File: src/rtl/bus_hold_pkg.sv
// Shared types and constants for the PCjr bus-hold controller.
package bus_hold_pkg;

  localparam int unsigned MAX_NUM_REQ = 4;

  typedef enum logic [1:0] {
    ST_IDLE     = 2'd0,
    ST_WAIT_ACK = 2'd1,
    ST_GRANT    = 2'd2,
    ST_RELEASE  = 2'd3
  } bus_hold_state_t;

  // Index width for a requester count; a single requester still needs one bit.
  function automatic int unsigned ptr_width(input int unsigned n);
    return (n > 1) ? $clog2(n) : 1;
  endfunction

endpackage

File: src/rtl/bus_hold_controller_rr_pick.sv
// Combinational round-robin selector.
// Ports: req_i/elig_i per-requester request and eligibility, ptr_i search start;
//        winner_oh_c one-hot winner, winner_idx_c its index, valid_c any winner.
module rr_pick
  import bus_hold_pkg::*;
#(
  parameter int unsigned NUM_REQ = 2,
  parameter int unsigned PTR_W   = ptr_width(NUM_REQ)
) (
  input  logic [NUM_REQ-1:0] req_i,
  input  logic [NUM_REQ-1:0] elig_i,
  input  logic [PTR_W-1:0]   ptr_i,
  output logic [NUM_REQ-1:0] winner_oh_c,
  output logic [PTR_W-1:0]   winner_idx_c,
  output logic               valid_c
);

  logic [NUM_REQ-1:0] cand_c;
  int unsigned        sum_c;
  logic [PTR_W-1:0]   cand_idx_c;

  assign cand_c = req_i & elig_i;

  // First eligible request at or after ptr_i, wrapping past NUM_REQ-1.
  always_comb begin
    winner_oh_c  = '0;
    winner_idx_c = '0;
    valid_c      = 1'b0;
    sum_c        = 0;
    cand_idx_c   = '0;
    for (int unsigned k = 0; k < NUM_REQ; k++) begin
      sum_c = 32'(ptr_i) + k;
      if (sum_c >= NUM_REQ) sum_c = sum_c - NUM_REQ;
      cand_idx_c = PTR_W'(sum_c);
      if (!valid_c && cand_c[cand_idx_c]) begin
        valid_c                  = 1'b1;
        winner_idx_c             = cand_idx_c;
        winner_oh_c[cand_idx_c]  = 1'b1;
      end
    end
  end

endmodule

File: src/rtl/bus_hold_controller.sv
// Arbitrates the PCjr system bus between the 8088 and secondary masters.
// Ports: clock/reset_n; cpu_clock_posedge/negedge CPU edge strobes; req level
//        requests; cpu_hlda from the CPU; cpu_hold to the CPU; grant one-hot;
//        HLDA qualified acknowledge; busy not idle; protocol_error sticky.
module bus_hold_controller
  import bus_hold_pkg::*;
#(
  parameter int unsigned NUM_REQ       = 2,
  parameter int unsigned MAX_HOLD_CLKS = 64
) (
  input  logic               clock,
  input  logic               reset_n,
  input  logic               cpu_clock_posedge,
  input  logic               cpu_clock_negedge,
  input  logic [NUM_REQ-1:0] req,
  input  logic               cpu_hlda,
  output logic               cpu_hold,
  output logic [NUM_REQ-1:0] grant,
  output logic               HLDA,
  output logic               busy,
  output logic               protocol_error
);

  localparam int unsigned      PTR_W   = ptr_width(NUM_REQ);
  localparam int unsigned      CNT_W   = $clog2(MAX_HOLD_CLKS + 1);
  localparam logic [CNT_W-1:0] CNT_MAX = CNT_W'(MAX_HOLD_CLKS);
  localparam logic [PTR_W-1:0] IDX_TOP = PTR_W'(NUM_REQ - 1);

  bus_hold_state_t    state_q, state_d;
  logic               hold_q, hold_d;
  logic [NUM_REQ-1:0] grant_q, grant_d;
  logic               hlda_q;
  logic               busy_q;
  logic               perr_q, perr_d;
  logic [PTR_W-1:0]   rr_ptr_q, rr_ptr_d;
  logic [CNT_W-1:0]   cnt_q, cnt_d;
  logic [NUM_REQ-1:0] elig_q, elig_d;
  logic [PTR_W-1:0]   win_idx_q, win_idx_d;
  logic [NUM_REQ-1:0] win_oh_q, win_oh_d;
  logic               abort_q, abort_d;

  logic [NUM_REQ-1:0] pick_oh_c;
  logic [PTR_W-1:0]   pick_idx_c;
  logic               pick_valid_c;
  logic               win_req_c;
  logic [PTR_W-1:0]   next_ptr_c;
  logic               unused_negedge;

  // The falling-edge strobe carries no state here.
  assign unused_negedge = cpu_clock_negedge;

  rr_pick #(
    .NUM_REQ (NUM_REQ),
    .PTR_W   (PTR_W)
  ) u_rr_pick (
    .req_i        (req),
    .elig_i       (elig_q),
    .ptr_i        (rr_ptr_q),
    .winner_oh_c  (pick_oh_c),
    .winner_idx_c (pick_idx_c),
    .valid_c      (pick_valid_c)
  );

  assign win_req_c  = |(req & win_oh_q);
  assign next_ptr_c = (win_idx_q == IDX_TOP) ? '0 : win_idx_q + PTR_W'(1);

  // Next-state and output decode.
  always_comb begin
    state_d   = state_q;
    hold_d    = hold_q;
    grant_d   = grant_q;
    perr_d    = perr_q;
    rr_ptr_d  = rr_ptr_q;
    cnt_d     = cnt_q;
    win_idx_d = win_idx_q;
    win_oh_d  = win_oh_q;
    abort_d   = abort_q;
    // A requester regains eligibility once its request is seen low.
    elig_d    = elig_q | ~req;

    unique case (state_q)
      ST_IDLE: begin
        // HOLD left high by a protocol error is dropped on the CPU edge first.
        if (hold_q) begin
          if (cpu_clock_posedge) hold_d = 1'b0;
        end else if (cpu_clock_posedge && pick_valid_c) begin
          win_idx_d = pick_idx_c;
          win_oh_d  = pick_oh_c;
          hold_d    = 1'b1;
          abort_d   = 1'b0;
          state_d   = ST_WAIT_ACK;
        end
      end

      ST_WAIT_ACK: begin
        // A request withdrawn before the ack still completes the handshake.
        if (!win_req_c) abort_d = 1'b1;
        if (cpu_hlda) begin
          grant_d = win_oh_q;
          cnt_d   = '0;
          state_d = ST_GRANT;
        end
      end

      ST_GRANT: begin
        if (!cpu_hlda) begin
          grant_d  = '0;
          perr_d   = 1'b1;
          rr_ptr_d = next_ptr_c;
          if (cpu_clock_posedge) hold_d = 1'b0;
          state_d  = ST_IDLE;
        end else if (!win_req_c || abort_q) begin
          grant_d = '0;
          state_d = ST_RELEASE;
        end else if (cnt_q == CNT_MAX) begin
          grant_d = '0;
          elig_d  = elig_d & ~win_oh_q;
          state_d = ST_RELEASE;
        end else if (cpu_clock_posedge) begin
          cnt_d = cnt_q + CNT_W'(1);
        end
      end

      ST_RELEASE: begin
        if (cpu_clock_posedge) hold_d = 1'b0;
        if (!cpu_hlda) begin
          rr_ptr_d = next_ptr_c;
          state_d  = ST_IDLE;
        end
      end

      default: state_d = ST_IDLE;
    endcase
  end

  // State and registered outputs.
  always_ff @(posedge clock or negedge reset_n) begin
    if (!reset_n) begin
      state_q   <= ST_IDLE;
      hold_q    <= 1'b0;
      grant_q   <= '0;
      hlda_q    <= 1'b0;
      busy_q    <= 1'b0;
      perr_q    <= 1'b0;
      rr_ptr_q  <= '0;
      cnt_q     <= '0;
      elig_q    <= '1;
      win_idx_q <= '0;
      win_oh_q  <= '0;
      abort_q   <= 1'b0;
    end else begin
      state_q   <= state_d;
      hold_q    <= hold_d;
      grant_q   <= grant_d;
      hlda_q    <= |grant_d;
      busy_q    <= (state_d != ST_IDLE);
      perr_q    <= perr_d;
      rr_ptr_q  <= rr_ptr_d;
      cnt_q     <= cnt_d;
      elig_q    <= elig_d;
      win_idx_q <= win_idx_d;
      win_oh_q  <= win_oh_d;
      abort_q   <= abort_d;
    end
  end

  assign cpu_hold       = hold_q;
  assign grant          = grant_q;
  assign HLDA           = hlda_q;
  assign busy           = busy_q;
  assign protocol_error = perr_q;

endmodule

File: config.mk
export PLATFORM = sky130hd
export DESIGN_NAME = bus_hold_controller
export DESIGN_NICKNAME = d
export VERILOG_FILES = /design/src/rtl/bus_hold_pkg.sv /design/src/rtl/bus_hold_controller_rr_pick.sv /design/src/rtl/bus_hold_controller.sv
export SDC_FILE = /design/constraint.sdc
export NUM_CORES = 1
export LEC_CHECK = 0
export ABC_CLOCK_PERIOD_IN_PS = 1800
export CORE_MARGIN = 10
export CORE_UTILIZATION = 40
export DETAILED_ROUTE_END_ITERATION = 6
export SYNTH_ARGS = -nofsm -noshare
export SYNTH_HDL_FRONTEND = slang
export SYNTH_SLANG_ARGS = --single-unit
File: constraint.sdc
create_clock -name clock -period 1.8 [get_ports clock]
set_input_delay 0.27 -clock clock [delete_from_list [all_inputs] [get_ports clock]]
set_output_delay 0.27 -clock clock [all_outputs]
set_load 0.02 [all_outputs]
* Yosys cells after proc, flatten, opt, wreduce, memory -nomap -nowiden
Index checks and enable logic that the tools add are counted.
Operators by class: bitwise logic cells 9, reductions and logical operators 21, mux-type cells 50, $add $sub $neg 5, eq/ne operators 13, magnitude comparators 6
Operators with widths (number):
- $mux 7 | 5
- $mux 2 | 17
- $mux 1 | 21
- $ne 2x2->1 const B | 9
- $pmux 7 s2 | 1
- $pmux 2 s4 | 1
- $add 7x1->7 const B | 1
- $eq 7x7->1 const B | 1
- $and 2x2->2 | 3
- $reduce_and 2->1 | 3
- $reduce_and 6->1 | 1
- $reduce_bool 2->1 | 3
- $reduce_or 2->1 | 3
- $eq 2x2->1 const B | 2
- $logic_and 1x1->1 | 4
- $lt 1x2->1 const B | 2
- $not 2->2 | 2
- $or 2x2->2 | 2
- $pmux 2 s2 | 1
- $reduce_and 4->1 | 1
- $pmux 1 s3 | 1
- $reduce_and 3->1 | 1
- $reduce_bool 3->1 | 1
- $add 1x1->2 const B | 1
- 12 further kinds | 17
Storage, ports and cells: input bits 7, output and inout port bits 6, flip-flop bits (word level) 22

* Depth between registers and ports, before layout
Gate-level depths: netlist (run 1).
word-level depth 13, mapped depth 8, mapped depth without buffers 7

* Modules after synthesis
From an unflattened synthesis (run 1), not the netlist that was laid out.
Unflattened totals: cells, all modules 136, area, all modules 1248.7 um^2
By module, submodules not included:
- bus_hold_controller | sequential area each 553.0 um^2, instances 1, area each 1211.2 um^2, cells each 130
- rr_pick | sequential area each 0.0 um^2, instances 1, area each 37.5 um^2, cells each 6

* Worst setup path after synthesis (run 1)
Ideal clock, no wire load.
kind reg2reg, start point register cnt_q[0], end point register cnt_q[6], cell stages (with the launch flop) 8, required time 1.722 ns, buffers on the path 0, arrival 1.914 ns, path slack -0.192 ns, cell sequence dfrtp_1 inv_1 ha_1 nor4bb_2 a211oi_4 a31oi_4 or4_1 a21oi_1
Between the ends: word-level cells in the longest chain between the ends 6, elaborated cells on any way between the ends 9, those cells by class 1 x add/sub; 2 x eq/ne; 5 x mux; 1 x reduce/logical
RTL lines:
- from (decl) | line bus_hold_controller.sv:36 | logic [CNT_W-1:0] cnt_q, cnt_d;
- from (signal assigned) | line bus_hold_controller.sv:159 | cnt_q <= cnt_d;
- $add 7x1->7 | line bus_hold_controller.sv:120 | cnt_d = cnt_q + CNT_W'(1);
- $mux 7 | line bus_hold_controller.sv:119 | end else if (cpu_clock_posedge) begin
- $mux 7 | line bus_hold_controller.sv:115 | end else if (cnt_q == CNT_MAX) begin
- $mux 7 | line bus_hold_controller.sv:112 | end else if (!win_req_c || abort_q) begin
- $mux 7 | line bus_hold_controller.sv:106 | if (!cpu_hlda) begin
- $pmux 7 s2 | line bus_hold_controller.sv:81 | unique case (state_q)
Several ways; a longest one is shown, not always the timed one. The select of a mux whose other input is x is not followed. A chain may end at the register's enable or synchronous reset.

* Worst setup path after layout (run 1)
start point register cnt_q[1], end point register cnt_q[5]
The elaborated chain is that of the path after synthesis.

==> reports/summary.txt, run 1 <==
minimum clock period: 1890 ps
sequential cell area fraction in the yosys report: 0.447
R2R cell count: 7
CP Launch Type: flip-flop
worst-margin pin slew: 356 ps
placed cell areas: 1600 µm²
CP endpoint kind: flip-flop
reg2reg end: cnt_q[5]
Hold/Removal Path Class: input port to asynchronous set/reset pin
DR vias/cell: 5.52
max-slew violations: 0
met3 Track Usage GR: 0.0273
drt first-iter violations: 49
Remaining DRCs: 0
start point of the critical path: cnt_q[1]
via count: 1,126
clk buf depth: 2
Post-synth ARST share: 1.00
Area Overhead vs Synth: 33.2%
H-tree levels: 1
GRT Util Overall: 0.111
num ports: 13
Detailed Place HPWL: 2180 µm
Worst Skew: 5.68 ps
Synth warnings: 0
FILL cells: 291
drt wl/cell: 13.8 µm
Setup WS post-layout: -90.9 ps
Die Height: 75.6 µm
Clock Sink Count: 22
Yosys cell types: 34
worst reg2reg setup slack: -90 ps
Flop pwr share: 0.342
Sw Ratio: 0.389
die width: 75.6 µm
internal power: 1.31 mW
outcome: finished, violations left
layer carrying the most global-route usage: met2
switching pwr: 0.833 mW
GR Util met1: 0.145
maxcap violations: 0
layout cell share with drive strength beyond 1: 0.257
Cells after Synth: 131
failing checks: setup timing
Worst-path clk slew: 120 ps
Num CTS Buffers: 3
first-pass GRT wire length: 5000 µm
Clock Power Share: 0.128
Die ar.: 5720 µm²
pin count of the biggest net entering global routing: 23
Final Instance Count excl. Fillers: 204
Static Leak: 0.732 nW
CORE AREA: 3000 µm²
WL final: 2820 µm
Post-synth EDFFs: 0
VDD IR max: 0.639 mV
GR Layer Usage met2: 0.175
# Post-CTS Setup Buffers: 0
hold buffer count at cts: 0
vias in the first global route: 1,124
routability congestion estimate from global placement: 0.807
synthesized area: 1240 µm²
clock latency on the worst-skew pair: 310 ps
kind of critical path: flip-flop to flip-flop
final setup vio count: 5
CP endpoint: cnt_q[5]
placed cells: 200
flop and latch count out of synthesis: 22
initial antenna violation count: 0
number of cell rows: 20
pre-CTS setup slack: -297 ps
total power: 2.14 mW
synthesized area per cell: 9.45 µm²
relative slew slack: 0.763
prevailing post-synth register cell: dfrtp_1
n_diodes: 0
Detail Route Antenna Nets: 0
cell area after layout: 1650 µm²
Critical Path RT: 2040 ps
fmax: 529 MHz
Post-Syn Nets: 145
Comb pwr share: 0.531
CP max FO: 6
Final Hold Fails: 0
worst endpoint data arrival time: 2130 ps
Pre-Repair DR Iteration Count: 4
clock root buffer: clkbuf_4
ratio of final minimum period to clock period: 1.05
PD cells: 1300 nW/µm²
initial core utilization: 0.412
IO buf count: 11
Post-Route Utilization: 0.549
reg2reg start: cnt_q[1]
RSZ-0062 raised after global routing: yes
Final Net Count: 186
CTS tree: built
GRT overflow: 0
[layer usage]
layer	wire, µm	share of wire	vias to the layer above
li1	-	-	558
met1	1340	0.47	547
met2	1290	0.46	16
met3	156	0.055	5
met4	39	0.014	0
met5	0	0	-
[timing repair]
item / CTS / global route
setup endpoints to repair: 5 / 11
gates resized for setup: 2 / 6
pin swaps: 3 / 1
[worst max-delay path, cell delays in order, from the launching register on]
cell	delay [ps]
dfrtp_1	360
inv_1	50
ha_2	180
nor4bb_4	160
a211oi_4	310
a31oi_4	160
or4_1	480
a21oi_1	130
[area by class of cell]
cell class	instances	area, µm²	share of cell area
tap	33	41.3	0.0251
timing repair buffer	38	313	0.190
clock buffer	4	36.3	0.0220
multi-input combinational	97	667	0.405
inverter	10	37.5	0.0228
sequential	22	553	0.336
[metrics by stage]
step / setup TNS [ps] / hold slack (ps)
2_1_floorplan: -91.0 / -25.6
6_report: -203 / 290
3_5_place_dp: -2250 / 443
4_1_cts: -283 / 306
5_1_grt: -849 / 320
3_3_place_gp: -1830 / 428
[how the worst min path moves through the flow]
stage | end | cells past startpoint | startpoint
after CTS | win_idx_q | 2 | reset_n
after floorplan | HLDA | 0 | reset_n
after global placement | rr_ptr_q | 1 | win_idx_q
after global routing | win_idx_q | 2 | reset_n
final | win_idx_q | 2 | reset_n
after detailed placement | rr_ptr_q | 1 | win_idx_q
[power by group through the flow]
stage          combinational (mW)  sequential [mW]  clock, mW
5_1_grt                      1.28            0.757      0.299
3_5_place_dp                 1.12            0.744          0
4_1_cts                      1.14            0.733      0.283
2_1_floorplan               0.559            0.808          0
3_3_place_gp                 1.11            0.738          0
6_report                     1.14            0.732      0.273
[state kept, by name, indices dropped and copies added (netlist names)]
name and cells:
protocol_error 1, grant 2, cnt_q 7, win_idx_q 1
elig_q 2, HLDA 1, cpu_hold 1, rr_ptr_q 1
busy 1, abort_q 1, state_q 2, win_oh_q 2
[synthesized netlist by cell type, types with 2 or more instances]
cell type	count	area (µm²)
nand3_1	4	20.0
nand2_1	13	48.8
nand4_1	4	25.0
ha_1	7	87.6
nor2_1	10	37.5
dfrtp_1	20	500
clkbuf_1	2	7.51
o31ai_1	4	30.0
dfstp_2	2	52.6
a21o_1	3	22.5
a211oi_1	3	22.5
or3_1	2	12.5
inv_1	10	37.5
or4_1	2	15.0
a31oi_1	2	12.5
nor2b_1	3	18.8
o21ai_0	13	65.1
a21oi_1	11	55.1
[cell usage in the layout (no fill, tap or decap), drive strengths merged, types with 3 or more instances in the layout]
cell type	n
a211oi	4
a21o	3
a21oi	11
a31oi	3
buf	27
clkbuf	4
clkdlybuf4s50	11
dfrtp	20
ha	7
inv	10
nand2	13
nand3	4
nand4	4
nor2	10
nor2b	3
o21ai	13
o31ai	4
[cells by family (layout without fill, tap and decap cells)]
kind of cell	count (synthesis)	count (layout)	share of synthesized area
AO/OA/AOI/OAI	45	45	0.251
AND/OR/NAND/NOR	44	44	0.186
flip-flops	22	22	0.447
buffers and inverters	12	52	0.0364
adder cells (fa/ha/maj)	7	7	0.0708
multiplexers	1	1	0.00910
Note: power is estimated with default switching activity, not from simulation.
==> run 2, diff against run 1 <==
CORE_MARGIN = default   (was 10)
==> run 2 against run 1 <==
The flow finishes with violations (DRC, setup timing). Register-to-register slack lost 30 ps. Combinational power grew 7%. Utilization grew 4.3 points. Clock skew shrank 1.5 ps. Largest cell class unchanged. Highest routed layer unchanged.
==> reports/summary.txt, run 2 (same netlist as run 1, synthesis figures left out) <==
worst reg2reg setup slack: -120 ps
initial antenna violation count: 0
max-slew violations: 0
start point of the critical path: cnt_q[0]
Sw Ratio: 0.402
drt wl/cell: 14.5 µm
CP max FO: 6
Remaining DRCs: 1
IO buf count: 11
total power: 2.19 mW
pre-CTS setup slack: -362 ps
DR vias/cell: 5.39
Hold/Removal Path Class: input port to asynchronous set/reset pin
Setup WS post-layout: -122 ps
Comb pwr share: 0.559
failing checks: DRC, setup timing
internal power: 1.31 mW
layout cell share with drive strength beyond 1: 0.304
reg2reg start: cnt_q[0]
Final Hold Fails: 0
WL final: 2920 µm
GRT overflow: 0
Detailed Place HPWL: 2160 µm
outcome: finished, violations left
multi-input logic area: 721 µm²
CORE AREA: 2850 µm²
Critical Path RT: 2040 ps
most frequent cells in the layout: 27 x buf_4, 20 x dfrtp_1, 13 x nand2_1
R2R cell count: 7
CP endpoint: cnt_q[5]
setup_tns: -305 ps
ratio of final minimum period to clock period: 1.07
RSZ-0062 raised after global routing: yes
commonest non-fill, non-tap cell in the layout: buf_4
initial core utilization: 0.434
VDD IR max: 0.803 mV
Num CTS Buffers: 3
Post-Route Utilization: 0.592
worst-margin pin slew: 374 ps
Worst path max stage delay: 500 ps
fmax: 520 MHz
kind of critical path: flip-flop to flip-flop
Pre-Repair DR Iteration Count: 6
max reg flops: 7
Clock Power Share: 0.108
Static Leak: 0.740 nW
clock root buffer: clkbuf_4
CP Launch Type: flip-flop
via count: 1,089
H-tree levels: 1
CP max stage cell: or4_4
drt first-iter violations: 35
first-pass GRT wire length: 4980 µm
Most flops, register: cnt_q
Die ar.: 3320 µm²
relative slew slack: 0.751
final setup vio count: 5
worst endpoint data arrival time: 2170 ps
maxcap violations: 0
n_diodes: 0
Flop pwr share: 0.333
Clock Sink Count: 22
number of cell rows: 19
Worst-path clk slew: 130 ps
FILL cells: 264
Area Overhead vs Synth: 36.5%
Worst Skew: 4.15 ps
pin count of the biggest net entering global routing: 23
clock latency on the worst-skew pair: 300 ps
vias in the first global route: 1,085
minimum clock period: 1920 ps
GRT Util Overall: 0.195
cell chain of the critical path: inv_2, ha_4, nor4bb_4, a211oi_4, a31oi_4, or4_4, a21oi_2
CP endpoint kind: flip-flop
switching pwr: 0.882 mW
clk buf depth: 2
routability congestion estimate from global placement: 0.914
die width: 57.6 µm
Final Net Count: 186
FF/Latch Area: 553 µm²
num ports: 13
reg2reg end: cnt_q[5]
PD cells: 1300 nW/µm²
Die Height: 57.6 µm
CTS tree: built
Detail Route Antenna Nets: 0
run 2: cell counts in the layout (fill, tap and decap cells not counted):
No cell type changed its count.
run 2: worst min path at each step:
stage                endpoint  slack (ps)  cells past startpoint
detailed placement   rr_ptr_q         430                      1
global placement     rr_ptr_q         430                      1
finish               cnt_q[4]         300                      2
global route        win_idx_q         320                      2
floorplan                HLDA         -30                      0
CTS                  cnt_q[4]         310                      2
run 2: critical path: cells and delay by family (launching register included):
| kind | cells | cell delay, ps |
|---|---|---|
| buf+inv | 1 | 50 |
| simple gates | 2 | 660 |
| fa+ha+maj | 1 | 140 |
| compound gates | 3 | 640 |
| flops | 1 | 380 |
run 2: cell type report:
cell class,count,area share
clock buffers,4,0.0156
inverters,10,0.0222
multi-input cells,97,0.427
flip-flops and latches,22,0.327
well taps,31,0.0230
repair buffers,38,0.185
run 2: layer usage:
metal  wire [µm]  GRT usage  vias up
li1            -          -      560
met1        1470      0.283      508
met2        1360      0.304       19
met3          73     0.0268        2
met4          24     0.0627        0
met5           0          0        -
run 2: repair_timing:
| item | in CTS | in global routing |
|---|---|---|
| endpoints found under the setup margin | 6 | 12 |
| hold buffers | 0 | 0 |
| gates resized for setup | 7 | 15 |
| pin swaps | 4 | 7 |
| hold endpoints to repair | 0 | 0 |
| buffers inserted | 1 | 1 |
run 2: power by group through the flow:
stage          Sequential [mW]  Combinational [mW]  Clock (mW)
6_report                 0.730                1.22       0.237
5_1_grt                  0.747                1.34       0.271
4_1_cts                  0.724                1.19       0.249
3_5_place_dp             0.731                1.11           0
3_3_place_gp             0.722                1.10           0
2_1_floorplan            0.808               0.559           0
run 2: through the flow:
| step | area (µm²) | hold WS (ps) | instances |
|---|---|---|---|
| 3_3_place_gp | 1590 | 427 | 197 |
| 6_report | 1690 | 304 | 202 |
| 4_1_cts | 1650 | 307 | 202 |
| 2_1_floorplan | 1250 | -25.6 | 131 |
| 5_1_grt | 1690 | 325 | 202 |
| 3_5_place_dp | 1590 | 429 | 197 |
